<file path="config.mk">
export PLATFORM = sky130hd
export DESIGN_NAME = interp_sum_round
export DESIGN_NICKNAME = d
export VERILOG_FILES = /design/src/rtl/interp_pkg.sv /design/src/rtl/interp_clip.sv /design/src/rtl/interp_sum_round.sv
export SDC_FILE = /design/constraint.sdc
export NUM_CORES = 1
export LEC_CHECK = 0
export CAP_MARGIN = 30
export CORE_MARGIN = 4
export CORE_UTILIZATION = 55
export DETAILED_ROUTE_END_ITERATION = 10
export GPL_ROUTABILITY_DRIVEN = 0
export PLACE_DENSITY_LB_ADDON = 0.12
export SKIP_CTS_REPAIR_TIMING = 1
export SYNTH_ARGS = -nofsm -noshare
export SYNTH_HDL_FRONTEND = slang
export SYNTH_SLANG_ARGS = --single-unit
</file>
<file path="constraint.sdc">
create_clock -name clk -period 4.6 [get_ports clk]
set_input_delay 0.46 -clock clk [delete_from_list [all_inputs] [get_ports clk]]
set_output_delay 0.46 -clock clk [all_outputs]
set_load 0.02 [all_outputs]
</file>
<file path="src/rtl/interp_pkg.sv">
// interp_pkg: shared tap count, product types and per-phase tap sign masks for the interpolation filter
package interp_pkg;
  localparam int NUM_TAPS = 8;
  localparam int NUM_PHASES = 16;
  localparam int PROD_W = 32;
  typedef logic signed [PROD_W-1:0] prod_t;
  typedef logic signed [PROD_W:0] term_t;
  typedef prod_t prod_arr_t [NUM_TAPS];
  localparam logic [NUM_TAPS-1:0] SIGN_MASK [NUM_PHASES] = '{
    8'b0000_0000, 8'b1010_0101, 8'b1010_0101, 8'b1010_0101,
    8'b1010_0101, 8'b1010_0101, 8'b1010_0101, 8'b1010_0101,
    8'b1010_0101, 8'b1010_0101, 8'b1010_0101, 8'b1010_0101,
    8'b1010_0101, 8'b1010_0101, 8'b1010_0101, 8'b1010_0101
  };
  function automatic term_t apply_sign(input prod_t p, input logic neg);
    return neg ? -term_t'(p) : term_t'(p);
  endfunction
endpackage

</file>
<file path="src/rtl/interp_clip.sv">
// interp_clip: combinational round-shift / phase-0 bypass / optional clip used in the last stage
//   sum    : rounded 35-bit tap sum (or the raw centre product for phase 0)
//   bypass : phase 0, pass sum through without shifting
//   y      : 32-bit result, clipped to [0, 2^BIT_DEPTH-1] when INTERP_CLIP_EN is defined
module interp_clip #(
  parameter int SHIFT = 6,
  parameter int BIT_DEPTH = 10
) (
  input  logic signed [34:0] sum,
  input  logic               bypass,
  output logic signed [31:0] y
);
  logic signed [31:0] r;
  assign r = bypass ? 32'(sum) : 32'(sum >>> SHIFT);
`ifdef INTERP_CLIP_EN
  localparam logic signed [31:0] MAXV = 32'((1 << BIT_DEPTH) - 1);
  assign y = r < 0 ? '0 : (r > MAXV ? MAXV : r);
`else
  logic unused_bd;
  assign unused_bd = ^BIT_DEPTH;
  assign y = r;
`endif
endmodule

</file>
<file path="src/rtl/interp_sum_round.sv">
// interp_sum_round: 4-stage signed 8-tap sum, round, normalise shift and clip with valid/ready flow control
//   clk, rst_n          : clock, asynchronous active-low reset
//   in_valid/in_ready   : input beat handshake (in_ready is the global advance enable)
//   in_phase, in_prod0-7: fractional phase and tap product magnitudes
//   out_valid/out_ready : output sample handshake
//   out_sample/out_phase: signed result and its phase
//   INTERP_CLIP_EN      : when defined, results are clipped to the BIT_DEPTH sample range
module interp_sum_round
  import interp_pkg::*;
#(
  parameter int SHIFT = 6,
  parameter int BIT_DEPTH = 10
) (
  input  logic               clk,
  input  logic               rst_n,
  input  logic               in_valid,
  output logic               in_ready,
  input  logic [3:0]         in_phase,
  input  logic signed [31:0] in_prod0,
  input  logic signed [31:0] in_prod1,
  input  logic signed [31:0] in_prod2,
  input  logic signed [31:0] in_prod3,
  input  logic signed [31:0] in_prod4,
  input  logic signed [31:0] in_prod5,
  input  logic signed [31:0] in_prod6,
  input  logic signed [31:0] in_prod7,
  output logic               out_valid,
  input  logic               out_ready,
  output logic signed [31:0] out_sample,
  output logic [3:0]         out_phase
);
  localparam logic signed [34:0] RND = 35'sd1 <<< (SHIFT - 1);
  prod_arr_t prod;
  term_t t [NUM_TAPS];
  logic adv, v1, v2, v3;
  logic [3:0] ph1, ph2, ph3;
  logic signed [32:0] p1 [4];
  logic signed [33:0] p2 [2];
  logic signed [34:0] s3;
  logic signed [31:0] res;
  assign prod = '{in_prod0, in_prod1, in_prod2, in_prod3, in_prod4, in_prod5, in_prod6, in_prod7};
  assign adv = !out_valid || out_ready;
  assign in_ready = adv;
  // phase 0 routes only the centre product through the adder tree so it arrives unchanged
  always_comb
    for (int k = 0; k < NUM_TAPS; k++)
      t[k] = (in_phase == '0 && k != 3) ? '0 : apply_sign(prod[k], SIGN_MASK[in_phase][k]);
  interp_clip #(.SHIFT(SHIFT), .BIT_DEPTH(BIT_DEPTH)) u_clip (
    .sum(s3),
    .bypass(ph3 == '0),
    .y(res)
  );
  always_ff @(posedge clk or negedge rst_n)
    if (!rst_n) begin
      {v1, v2, v3, out_valid} <= '0;
      {ph1, ph2, ph3, out_phase} <= '0;
      p1 <= '{default: '0};
      p2 <= '{default: '0};
      s3 <= '0;
      out_sample <= '0;
    end else if (adv) begin
      v1 <= in_valid;
      ph1 <= in_phase;
      for (int k = 0; k < 4; k++) p1[k] <= t[2*k] + t[2*k+1];
      v2 <= v1;
      ph2 <= ph1;
      p2[0] <= 34'(p1[0]) + 34'(p1[1]);
      p2[1] <= 34'(p1[2]) + 34'(p1[3]);
      v3 <= v2;
      ph3 <= ph2;
      s3 <= 35'(p2[0]) + 35'(p2[1]) + (ph2 != '0 ? RND : '0);
      out_valid <= v3;
      out_phase <= ph3;
      out_sample <= res;
    end
endmodule

</file>
==> summary.txt <==
Outcome
  – Outcome: finished, final reports clean

Die
  – Initial Utilization: 0.558
  – Core area: about 47000 µm²
  – Num rows: 79
  – Die Y-Extent: ~230 µm
  – DIE WIDTH: approximately 230 µm
  – Die Footprint: 51000 µm²
  – Number of top-level pins: 302

CTS
  – Clock root cell: clkbuf_16
  – CTS clk-pin slew, worst paths: about 0.06 ns
  – CTS max path bufs: 3
  – Clk sinks: between 200 and 300
  – CTS tree: yes
  – Clock Latency Late Sink: around 0.58 ns
  – CTS H-tree lvls: 1
  – CTS Buf Count: 31

STA
  – Hold Fails Final Rpt: 0
  – Slew HR: 0.444
  – # setup viols final: 0
  – Tcrit/Tclk final: 0.938
  – TNS Setup: 0 ns
  – Achievable frequency: approximately 0.23 GHz
  – Slew at the pin closest to its max-slew limit: between 0.8 and 0.9 ns
  – Setup ws final: around 0.29 ns
  – Max Clock Skew: approximately 0.028 ns
  – RSZ-0062 raised after global routing: no
  – Slew Viols, Final: 0
  – Tmin final: 4.31 ns

Logic synthesis
  – Syn nets: between 3k and 4k
  – Cell taking the most area after synthesis: dfrtp_1
  – Yosys warning count: 0
  – Top FF cell, synth: dfrtp_1
  – Post-synth top area share: 0.275
  – Synth top area cells: dfrtp_1, ha_1, a21oi_1
  – Post-synthesis cell type count: 90
  – Register bit total from synthesis: about 290
  – Seq/Total Area, Yosys: 0.275
  – Ys async rst share: 1.00
  – Post-Synthesis Cells: roughly 3.3k
  – Post-synthesis cell area: 26100 µm²
  – Syn avg cell area: ~8 µm²
  – Number of synthesized flops with an enable pin: 0

Power and ir drop
  – Total power: just over 20 mW
  – Leak pwr: about 15 nW
  – PwrDens: 641 nW/µm²
  – Max VDD drop: between 0.4 and 0.5 mV

Place
  – Place WS: -0.262 ns
  – Port Buf Inserts: 301
  – Placed wire-length estimate: a little under 60000 µm

Worst setup path
  – Most frequent CP cell: buf_4
  – Arrival time at the worst endpoint: 4.75 ns
  – R2r setup slk: a little under 0.6 ns
  – CP max stage delay: roughly 0.63 ns
  – CP required: between 5 and 6 ns
  – Worst-path fanout max: 4
  – Worst-case reg-to-reg path depth: 12
  – Worst setup path category: in2reg
  – Crit path cell chain: clkdlybuf4s50_1, or4_4, or4_4, buf_4, nor3_2, buf_4, xor2_1, nor2_1, ha_1, buf_4, nand2_1, a211oi_1, o21ai_1, o31ai_1, o41ai_4, o21ai_0, or4_1, nand3_1
  – Setup crit end kind: flop
  – Crit-path slowest cell: o31ai_1
  – Crit start category: primary input

Routing
  – DRT antenna net count: 0
  – Via count: about 25k
  – Wl on met1: around 32000 µm
  – Pre-antenna DRT Iters: 7
  – Drt total wl: between 70000 and 80000 µm
  – Post-DR vias/cell: between 5 and 6
  – Max Used Layer: met4
  – DRC violations left: 0
  – Detailed Route Iter0 Violations: 1632
  – Met2 wire length: about 33000 µm
  – WL met3: between 3000 and 4000 µm
  – Routed WL per cell: between 15 and 20 µm

Cells and area
  – # fillers: approximately 3.9k
  – Most frequent cells in the layout: nor2_1, nand2_1, a21oi_1, clkdlybuf4s50_1, dfrtp_1
  – Layout Nets: ~4.2k
  – Register area: a little over 7000 µm²
  – Layout area overhead: 23.5%
  – Multi-input gate area: between 15000 and 20000 µm²
  – Most common cell after layout, fill and taps aside: nor2_1
  – Final core utilization: 0.689
  – Layout cells sized above 1: 0.0860

GRT
  – Largest net degree at the start of global routing: about 170
  – Total track usage: 0.274
  – Grt ovf: 0
  – First-pass GRT wire length: approximately 120000 µm
  – Initial antenna violation count: 0
  – Vias in the first global route: roughly 25k

Hold path
  – Worst Hold Path Cells: 3
  – HP Class: in2reg

Run
  – # Max-Cap Violations: 0
-- critical path: cells and delay by family --
family / cells / cell delay (ns)
adders and majority gates: 1 / 0.30
buffers and inverters: 4 / 0.88
and+or+nand+nor: 7 / 1.48
xor gates and xnor gates: 1 / 0.14
AOI/OAI and AO/OA: 5 / 1.49
-- layout make-up --
class | count | share of cell area
antenna | 1 | 0.0000777
clock buffer | 45 | 0.0288
clock inverter | 13 | 0.00602
inverter | 81 | 0.00967
multi-input combinational | 2767 | 0.562
sequential | 287 | 0.223
tap | 607 | 0.0236
timing repair buffer | 517 | 0.147
-- Yosys cell counts (all sizes together), types with 28 or more instances --
cell,number
clkbuf,123
a21oi,324
xor2,156
xnor2,131
o21bai,32
nand2b,39
mux2i,30
nor2,402
a21o,145
nand3,50
and2,110
nor4,33
dfrtp,287
inv,81
nor3,85
o21a,32
a211oi,29
ha,264
nand2,371
o21ai,189
nand4,28
-- through the flow --
step | cell area, µm² | cells | hold WS (ns)
2_1_floorplan | 26100 | 3269 | 0.164
3_3_place_gp | 31100 | 4258 | 0.449
3_5_place_dp | 31100 | 4258 | 0.455
4_1_cts | 32200 | 4316 | -0.0486
5_1_grt | 32200 | 4317 | 0.439
6_report | 32200 | 4318 | 0.449
-- worst paths after layout --
path,end,start
setup / recovery,p1[131]$_DFFE_PN0P_,in_prod0[8]
hold / removal,v1$_DFFE_PN0P_,in_valid
setup reg to reg,s3[31]$_DFFE_PN0P_,p2[35]$_DFFE_PN0P_
hold reg to reg,s3[2]$_DFFE_PN0P_,s3[2]$_DFFE_PN0P_
max in group asynchronous,p2[24]$_DFFE_PN0P_,rst_n
min in group asynchronous,v2$_DFFE_PN0P_,rst_n
-- logic make-up (layout without fill, tap and decap cells) --
kind of cell,count (synthesis),after routing,share of synthesized area
muxes,32,32,0.0124
AOI/OAI and AO/OA,934,934,0.228
other,0,1,0
DFF,287,287,0.275
buffers and inverters,215,656,0.0311
xor gates and xnor gates,287,287,0.0964
and+or+nand+nor,1242,1242,0.223
adders and majority gates,272,272,0.133
-- state kept, by name, summed over array words and instances, names as in the netlist --
signal	flops
out_sample	32
v1	1
p2	68
v2	1
ph3	4
v3	1
p1	132
out_valid	1
ph1	4
ph2	4
out_phase	4
s3	35
-- power by group --
| group | switching, mW | internal (mW) |
|---|---|---|
| clock network | 1.04 | 1.63 |
| logic | 7.47 | 5.63 |
| registers | 1.02 | 3.84 |
| total | 9.53 | 11.1 |
-- layer usage --
| metal | vias up | track usage |
|---|---|---|
| li1 | 12500 | - |
| met5 | - | 0 |
| met4 | 0 | 0.0624 |
| met3 | 113 | 0.0337 |
| met1 | 11900 | 0.384 |
| met2 | 644 | 0.455 |
No activity file was read; power rests on OpenSTA's default activity.
